[config.mk]
export PLATFORM = sky130hd
export DESIGN_NAME = cb_popcount
export DESIGN_NICKNAME = d
export VERILOG_FILES = /design/src/rtl/cb_popcount.sv
export SDC_FILE = /design/constraint.sdc
export NUM_CORES = 1
export LEC_CHECK = 0
export BUFFER_PORTS_ARGS = -buffer_cell sky130_fd_sc_hd__buf_2
export CORE_AREA = 2 2 45 89
export DETAILED_ROUTE_END_ITERATION = 7
export DIE_AREA = 0 0 47 91
export PLACE_DENSITY = 0.66
export SLEW_MARGIN = 20
export SYNTH_ARGS = -nofsm -noshare
export SYNTH_HDL_FRONTEND = slang
export SYNTH_SLANG_ARGS = --single-unit
[constraint.sdc]
create_clock -name clk -period 13.35 [get_ports clk]
set_input_delay 0 -clock clk [delete_from_list [all_inputs] [get_ports clk]]
set_output_delay 0 -clock clk [all_outputs]
set_load 0.1 [all_outputs]
[src/rtl/cb_popcount.sv]
// Population count of a mismatch vector, registered so it forms the second
// stage of the compare pipeline.
module cb_popcount #(
  parameter  int W  = 48,
  localparam int CW = $clog2(W + 1)
) (
  input  logic          clk,
  input  logic          rst,
  input  logic [W-1:0]  vec,
  output logic [CW-1:0] cnt
);

  logic [CW-1:0] sum;

  // NOTE: always_comb accumulators get a default before the loop so no latch is inferred.
  always_comb begin
    sum = '0;
    for (int i = 0; i < W; i++) sum = sum + CW'(vec[i]);
  end

  // NOTE: sequential state uses non-blocking assignments only.
  always_ff @(posedge clk) begin
    if (rst) cnt <= '0;
    else     cnt <= sum;
  end

endmodule

==> results.sh, run 1 <==
export IMPL_nFillCells=368
export IMPL_layout_common_cells="64 x inv_1, 55 x buf_2, 39 x fa_1, 10 x ha_1, 6 x dfxtp_1"
export IMPL_worst_pin_slew_ps=488
export IMPL_synth_area_per_cell_sq_um=10.2
export IMPL_netlist_area_sq_mm=0.00138
export IMPL_synth_area_mux_share_pct=0.815
export IMPL_synthCells=136
export IMPL_grt_use_total_pct=12.7
export IMPL_die_area_sq_mm=0.00428
export IMPL_grt_overflow=0
export IMPL_cts_sinks=6
export IMPL_worst_ep_arrival_time_ps=4970
export IMPL_worstPathRequired_ps=13450
export IMPL_final_util_pct=49.3
export IMPL_die_w_um=47
export IMPL_vias_per_cell=4.06
export IMPL_drtIter0Drc=6
export IMPL_ys_types=16
export IMPL_synth_yosys_seq_area_share_pct=8.70
export IMPL_grt_pass1_wl_um=4050
export IMPL_routabilityCongestion=0.726
export IMPL_top_regs="cnt x6"
export IMPL_largest_reg_flops=6
export IMPL_crit_end="cnt[4]"
export IMPL_ys_warn_count=0
export IMPL_yosys_area_share_adder_pct=65.6
export IMPL_detail_route_antenna_nets=0
export IMPL_finalSetupViolCount=0
export IMPL_finalCriticalPeriod_ps=4870
export IMPL_cts_clk_slew_worst_paths_ps=40
export IMPL_fin_tns_setup_ps=0
export IMPL_die_y_um=91
export IMPL_vias=987
export IMPL_regMostFlops="cnt"
export IMPL_htreeDepth=1
export IMPL_drt_first_pass_iters=4
export IMPL_clk_path_buf_depth=2
export IMPL_diodes=0
export IMPL_cts_resized=0
export IMPL_placed_area_sq_mm=0.00172
export IMPL_final_max_slew_violation_count=0
export IMPL_multi_input_area_sq_mm=0.00102
export IMPL_ioPinCount=56
export IMPL_synth_compound_area_share_pct=2.72
export IMPL_period_share_pct=36.5
export IMPL_syn_to_final_growth_pct=27.4
export IMPL_layout_drive_gt1_share_pct=30.9
export IMPL_hold_class="input port to register"
export IMPL_post_cts_buffers=0
export IMPL_io_buffers=55
export IMPL_synthSimpleGateAreaFrac_pct=4.17
export IMPL_rows=31
export IMPL_relSlewSlack_pct=67.7
export IMPL_grt_max_degree=8
export IMPL_fin_nets=295
export IMPL_drcViolationCount=0
export IMPL_core_area_sq_mm=0.00357
export IMPL_end_kind="register"
export IMPL_start_util_pct=38.7
export IMPL_routed_wl_um=2270
export IMPL_syn_nets=235
export IMPL_critical_path_class="input port to register"
export IMPL_post_dp_hpwl_um=2260
export IMPL_cp_start_kind="input port"
export IMPL_crit_path_start="vec[0]"
export IMPL_avgRoutedWirePerCell_um=9.35
export IMPL_grt_pass1_vias=1090
export IMPL_clockRootBuffer="clkbuf_8"
export IMPL_antenna_found_initial=0
export IMPL_synth_top_family_by_area="adder cells"
export IMPL_status="completed"
export IMPL_dp_cells=240
export IMPL_critPathMaxFanout=2
export IMPL_hold_viol=0
export IMPL_rsz0062_at_grt="false"
export IMPL_numCtsBuffers=3
export IMPL_maxCapViolCount=0
export IMPL_fmax_mhz=205
export IMPL_instances_no_fill=243
export IMPL_yosys_area_share_xor_xnor_pct=0.634
export IMPL_fin_area_sq_mm=0.00176
export IMPL_final_common_cell="inv_1"
export IMPL_layout_area_seq_sq_um=120
export IMPL_hold_buffers=0
export IMPL_ys_ff_latch=6
export IMPL_cts_tree="built"
## synthesized netlist by cell type (all sizes together)
library cell  number  area (sq um)
nor3b              1          12.5
ha                10           125
or2                1          6.26
nor2b              3          18.8
a21o               1          7.51
dfxtp              6           120
xnor2              1          8.76
fa                39           781
a211o              1          8.76
inv               64           240
nand3              1          5.00
nor2               4          15.0
a21oi              2          13.8
mux2               1          11.3
a211oi             1          7.51
## critical path, cell delays in order
cell     delay [ps]
buf_2            70
inv_1            40
fa_1            520
inv_1            50
fa_1            520
fa_1            440
fa_1            550
fa_1            440
fa_1            510
inv_1            50
fa_1            470
inv_1            40
ha_1            200
fa_1            400
a21o_1          180
a21oi_2         130
mux2_1          330
## kinds of logic (layout without fill, tap and decap cells)
| kind of cell | count (synthesis) | count (layout) |
|---|---|---|
| buffers and inverters | 64 | 122 |
| adder cells (fa/ha/maj) | 49 | 49 |
| AND/OR/NAND/NOR | 10 | 10 |
| flip-flops | 6 | 6 |
| AO/OA/AOI/OAI | 5 | 5 |
| XOR/XNOR | 1 | 1 |
| multiplexers | 1 | 1 |
## how the worst min path moves through the flow
| stage | start | cells past startpoint | slack, ps | end |
|---|---|---|---|---|
| floorplan | rst | 1 | 70 | cnt[3] |
| global placement | rst | 2 | 270 | cnt[0] |
| detailed placement | rst | 2 | 270 | cnt[3] |
| CTS | rst | 2 | 50 | cnt[0] |
| global route | rst | 2 | 60 | cnt[1] |
| finish | rst | 2 | 50 | cnt[0] |
## through the flow
| step | hold WS, ps | setup slack [ps] |
|---|---|---|
| final | 51.4 | 8480 |
| after global routing | 62.2 | 8260 |
| after CTS | 49.2 | 8450 |
| after detailed placement | 274 | 8230 |
| after global placement | 267 | 8270 |
| after floorplan | 69.5 | 8450 |
## cell type report
class / count / area share (%)
multi-input cells: 66 / 58.0
repair buffers: 55 / 15.6
inverters: 64 / 13.7
flip-flops and latches: 6 / 6.83
well taps: 49 / 3.49
clock buffers: 3 / 2.35
## routing by layer
| metal | up-vias | global-route usage [%] | wire, um | part of all wire [%] |
|---|---|---|---|---|
| li1 | 481 | - | - | - |
| met1 | 464 | 12.6 | 690 | 30 |
| met2 | 42 | 25.0 | 1410 | 62 |
| met3 | 0 | 1.59 | 169 | 7.4 |
| met4 | 0 | 2.78 | 0 | 0 |
| met5 | - | 0 | 0 | 0 |
Power of run 1 is left out: the tool's default activity adds up to more than one toggle a clock period on the data nets, which glitch-free logic cannot reach.
==> inputs of run 2 (changes only) <==
- ABC_AREA: default -> 1
- CORE_AREA: 2 2 45 89 -> 2 2 46 90
- DIE_AREA: 0 0 47 91 -> 0 0 48 92
- PLACE_DENSITY: 0.66 -> 0.65
- clock period: 13.35 -> 4.6 ns (I/O delays scaled with it)
==> run 2 against run 1 <==
Effect of this change:
- the flow now finishes with violations (negative setup slack)
- final cell count up 9.9%
- count of clock-buffer cells in the layout did not move
- die area grew 3.2%
- critical endpoint unchanged
==> results.sh, run 2 <==
export IMPL_layout_setup_ws_ps=-9.01
export IMPL_die_y_um=92
export IMPL_htreeDepth=1
export IMPL_yosys_area_share_adder_pct=63.7
export IMPL_period_share_pct=100
export IMPL_synth_main_ff_cell="dfxtp_1"
export IMPL_yosysTopAreaCell="fa_1"
export IMPL_synth_edf_count=0
export IMPL_fin_nets=317
export IMPL_io_buffers=55
export IMPL_drtIter0Drc=6
export IMPL_nFillCells=383
export IMPL_cts_clk_slew_worst_paths_ps=30
export IMPL_failed_checks="negative setup slack"
export IMPL_clk_path_buf_depth=2
export IMPL_finalCriticalPeriod_ps=4610
export IMPL_routabilityCongestion=0.762
export IMPL_netlist_area_sq_mm=0.00142
export IMPL_yosys_area_share_xor_xnor_pct=0
export IMPL_post_dp_hpwl_um=2390
export IMPL_final_common_cell="inv_1"
export IMPL_top_regs="cnt x6"
export IMPL_worst_ep_arrival_time_ps=4720
export IMPL_post_cts_buffers=0
export IMPL_numCtsBuffers=3
export IMPL_drt_first_pass_iters=2
export IMPL_grt_pass1_vias=1230
export IMPL_worst_pin_slew_ps=484
export IMPL_antenna_found_initial=0
export IMPL_fmax_mhz=217
export IMPL_vias=1121
export IMPL_core_area_sq_mm=0.00380
export IMPL_routed_wl_um=2540
export IMPL_final_util_pct=49.9
export IMPL_critPathMaxFanout=2
export IMPL_largest_reg_flops=6
export IMPL_instances_no_fill=267
export IMPL_end_kind="register"
export IMPL_rsz0062_at_grt="true"
export IMPL_synth_yosys_seq_area_share_pct=8.45
export IMPL_grt_use_total_pct=13.3
export IMPL_vias_per_cell=4.20
export IMPL_ys_types=11
export IMPL_avgRoutedWirePerCell_um=9.51
export IMPL_die_w_um=48
export IMPL_crit_path_start="vec[21]"
export IMPL_hold_class="input port to register"
export IMPL_diodes=0
export IMPL_clockRootBuffer="clkbuf_8"
export IMPL_start_util_pct=37.4
export IMPL_hold_viol=0
export IMPL_synthTopCellsByCount="72 x inv_1, 39 x fa_1, 11 x nand2_1"
export IMPL_die_area_sq_mm=0.00442
export IMPL_detail_route_antenna_nets=0
export IMPL_maxCapViolCount=0
export IMPL_cts_sinks=6
export IMPL_finalSetupViolCount=1
export IMPL_grt_overflow=0
export IMPL_ioPinCount=56
export IMPL_synthCells=155
export IMPL_fin_tns_setup_ps=-9.01
export IMPL_async_flop_share_pct=0
export IMPL_regMostFlops="cnt"
export IMPL_pre_cts_slack_ps=-214
export IMPL_synthSimpleGateAreaFrac_pct=7.48
export IMPL_ys_ff_latch=6
export IMPL_layout_drive_gt1_share_pct=38.0
export IMPL_relSlewSlack_pct=68.0
export IMPL_status="finished with violations"
export IMPL_synthTopCellsByArea="fa_1 55%, inv_1 19%, ha_1 8.8%"
export IMPL_critical_path_class="input port to register"
export IMPL_cts_tree="built"
export IMPL_grt_max_degree=6
export IMPL_ys_warn_count=0
export IMPL_drcViolationCount=0
export IMPL_yosysTopAreaCellShare_pct=54.9
export IMPL_worstPathRequired_ps=4710
export IMPL_rows=32
export IMPL_grt_pass1_wl_um=4310
export IMPL_synth_compound_area_share_pct=1.06
export IMPL_crit_end="cnt[4]"
export IMPL_layout_common_cells="67 x inv_1, 54 x buf_2, 34 x fa_1, 8 x nand2_1, 8 x ha_1"
export IMPL_cp_start_kind="input port"
export IMPL_yosysMostFrequentCell="inv_1"
export IMPL_dp_cells=263
export IMPL_synth_area_per_cell_sq_um=9.17
export IMPL_final_max_slew_violation_count=0
export IMPL_syn_to_final_growth_pct=33.5
export IMPL_synth_top_family_by_area="adder cells"
export IMPL_syn_nets=254
export IMPL_synth_area_mux_share_pct=0
## run 2: cell types whose count changed in the layout (fill, tap and decap cells not counted), sizes merged, moves of 2 or more
| cell | previous run | this run |
|---|---|---|
| buf | 55 | 57 |
| nor2b | 3 | 0 |
| nand3 | 1 | 4 |
| inv | 64 | 72 |
| nand2 | 0 | 11 |
| nor2 | 4 | 8 |
## run 2: cell families after synthesis
logic type,after synthesis
flip-flops,6
buffers and inverters,73
AND/OR/NAND/NOR,24
AO/OA/AOI/OAI,3
adder cells (fa/ha/maj),49
## run 2: per-stage QoR
step	hold WS (ps)	cell area [sq um]
after floorplan	71.2	1420
after global placement	205	1780
after detailed placement	208	1780
after CTS	106	1830
after global routing	163	1900
final	115	1900
## run 2: routing by layer
| metal | GRT usage, % | vias to the layer above | wire length (um) |
|---|---|---|---|
| met4 | 6.76 | 0 | 42 |
| met1 | 10.6 | 551 | 666 |
| met5 | 0 | - | 0 |
| met2 | 27.2 | 33 | 1740 |
| li1 | - | 533 | - |
| met3 | 0.197 | 4 | 87 |
## run 2: critical path: stages
cell     delay (ps)
buf_6            90
fa_1            500
fa_1            570
inv_2            50
fa_2            530
inv_2            40
fa_2            540
fa_2            420
fa_1            500
inv_2            40
fa_1            510
inv_2            50
ha_4            160
fa_2            360
nand2_2          80
nand3_2          90
a21oi_2         160
nor2_2           40
## run 2: area by class of cell
class                      count  area (sq um)  share of cell area (%)
multi-input combinational     76          1090                    57.5
timing repair buffer          58           307                    16.2
inverter                      73           274                    14.4
sequential                     6           120                    6.33
tap                           51          63.8                    3.36
clock buffer                   3          41.3                    2.18
## run 2: what timing repair did
action                                 4_1_cts  5_1_grt
resized for setup                            0       22
endpoints found under the hold margin        3        0
hold buffers                                 1        0
setup endpoints to repair                    0        4
## run 2: worst min path at each step
stage / startpoint / endpoint / slack (ps) / cells past startpoint
finish: vec[2] / cnt[0] / 110 / 4
global route: vec[2] / cnt[0] / 160 / 4
CTS: vec[2] / cnt[0] / 110 / 4
detailed placement: rst / cnt[0] / 210 / 2
global placement: rst / cnt[0] / 210 / 2
floorplan: rst / cnt[0] / 70 / 1
Power of run 2 is left out for the same reason.
==> inputs of run 3 (changes only) <==
==> constraint.sdc (replaced) <==
create_clock -name clk -period 4.6 [get_ports clk]
set_input_delay 0.69 -clock clk [delete_from_list [all_inputs] [get_ports clk]]
set_output_delay 0.69 -clock clk [all_outputs]
set_load 0.1 [all_outputs]
==> run 3 against run 2 <==
Effect of this change:
- flip-flop and latch count unchanged
- worst setup slack got worse by 540 ps
- sequential share of layout area barely moved
- first-iteration DRC count down 83%
- the run still ends with negative setup slack left
- die area stayed put
- final area is 0.79% higher
==> results.sh, run 3 (synthesized netlist as in run 2, its figures left out) <==
export IMPL_numCtsBuffers=3
export IMPL_fin_nets=318
export IMPL_failed_checks="negative setup slack"
export IMPL_slowest_delay_ps=530
export IMPL_cp_start_kind="input port"
export IMPL_largest_reg_flops=6
export IMPL_grt_overflow=0
export IMPL_critPathMaxFanout=2
export IMPL_rows=32
export IMPL_die_w_um=48
export IMPL_placed_area_sq_mm=0.00181
export IMPL_diodes=0
export IMPL_cts_clk_slew_worst_paths_ps=40
export IMPL_vias_per_cell=4.17
export IMPL_avgRoutedWirePerCell_um=9.21
export IMPL_critical_path_class="input port to register"
export IMPL_core_area_sq_mm=0.00380
export IMPL_cpMaxStageDelayCell="fa_1"
export IMPL_layout_common_cells="65 x inv_1, 52 x buf_2, 36 x fa_1, 9 x nand2_1, 8 x ha_1"
export IMPL_top_regs="cnt x6"
export IMPL_status="finished with violations"
export IMPL_crit_path_start="vec[17]"
export IMPL_worstPathRequired_ps=4710
export IMPL_fin_area_sq_mm=0.00191
export IMPL_drt_first_pass_iters=2
export IMPL_period_share_pct=112
export IMPL_grt_max_degree=6
export IMPL_crit_top_cell="fa_1"
export IMPL_final_max_slew_violation_count=0
export IMPL_vias=1117
export IMPL_path_cells="buf_6 -> fa_1 -> fa_1 -> inv_1 -> fa_1 -> inv_2 -> fa_1 -> fa_1 -> fa_1 -> inv_2 -> fa_1 -> inv_2 -> ha_4 -> fa_2 -> nand2_2 -> nand3_2 -> a21oi_2 -> nor2_1"
export IMPL_finalSetupViolCount=6
export IMPL_layout_drive_gt1_share_pct=37.8
export IMPL_hold_viol=0
export IMPL_worst_pin_slew_ps=485
export IMPL_htreeDepth=1
export IMPL_final_common_cell="inv_1"
export IMPL_nFillCells=371
export IMPL_io_buffers=55
export IMPL_grt_pass1_wl_um=4370
export IMPL_die_area_sq_mm=0.00442
export IMPL_end_kind="register"
export IMPL_regMostFlops="cnt"
export IMPL_layout_setup_ws_ps=-550
export IMPL_maxCapViolCount=0
export IMPL_syn_to_final_growth_pct=34.5
export IMPL_start_util_pct=37.4
export IMPL_detail_route_antenna_nets=0
export IMPL_post_dp_hpwl_um=2350
export IMPL_cts_sinks=6
export IMPL_drtIter0Drc=1
export IMPL_drcViolationCount=0
export IMPL_finalCriticalPeriod_ps=5150
export IMPL_clockRootBuffer="clkbuf_8"
export IMPL_relSlewSlack_pct=67.9
export IMPL_antenna_found_initial=0
export IMPL_fmax_mhz=194
export IMPL_hold_buffers=0
export IMPL_routed_wl_um=2470
export IMPL_worst_ep_arrival_time_ps=5260
export IMPL_clk_path_buf_depth=2
export IMPL_die_y_um=92
export IMPL_grt_pass1_vias=1285
export IMPL_routabilityCongestion=0.772
export IMPL_cts_tree="built"
export IMPL_hold_class="input port to register"
export IMPL_grt_use_total_pct=13.2
export IMPL_ioPinCount=56
export IMPL_worstHoldStart="rst"
export IMPL_rsz0062_at_grt="true"
run 3: changes by cell type in the layout (fill, tap and decap cells not counted), moves of 2 or more:
cell   previous run  this run
buf_2            54        52
fa_2              5         3
buf_6             1         3
inv_1            67        65
fa_1             34        36
buf_4             2         4
run 3: layout make-up:
class | count | area (sq um) | area share, %
Tap cell | 51 | 63.8 | 3.34
Clock buffer | 3 | 41.3 | 2.16
Multi-Input combinational cell | 76 | 1080 | 56.5
Inverter | 73 | 282 | 14.7
Sequential cell | 6 | 120 | 6.28
Timing Repair Buffer | 59 | 324 | 17.0
run 3: metal layers:
| layer | vias to the layer above | part of all wire (%) | global-route usage, % |
|---|---|---|---|
| li1 | 535 | - | - |
| met1 | 536 | 28 | 10.7 |
| met2 | 38 | 66 | 27.6 |
| met3 | 8 | 3.6 | 0 |
| met4 | 0 | 2.6 | 5.41 |
| met5 | - | 0 | 0 |
run 3: metrics by stage:
step / TNS, ps / setup WS, ps / cells / util [%] / hold WS [ps]
after floorplan: -2390 / -593 / 155 / - / 761
after global placement: -3980 / -813 / 264 / 47.5 / 900
after detailed placement: -4220 / -848 / 264 / 47.5 / 901
after CTS: -2630 / -585 / 267 / 49.1 / 674
after global routing: -3810 / -807 / 268 / 50.3 / 701
final: -2480 / -550 / 268 / 50.3 / 685
run 3: worst max-delay path, delay by kind of cell:
| kind | cells | cell delay (ps) |
|---|---|---|
| adder cells (fa/ha/maj) | 9 | 3950 |
| buffers and inverters | 5 | 270 |
| AND/OR/NAND/NOR | 3 | 220 |
| AO/OA/AOI/OAI | 1 | 130 |
run 3: final timing paths:
check / slack [ps] / end / depth (start not counted)
worst max-delay path: -550 / cnt[4] / 18
worst min-delay path: 690 / cnt[0] / 2
run 3: what timing repair did:
| action | in CTS | in global routing |
|---|---|---|
| pin swaps | 4 | 2 |
| endpoints found under the hold margin | 0 | 0 |
| buffers inserted | 0 | 1 |
| endpoints found under the setup margin | 6 | 6 |
| gates resized for setup | 7 | 11 |
Power of run 3 is left out for the same reason.
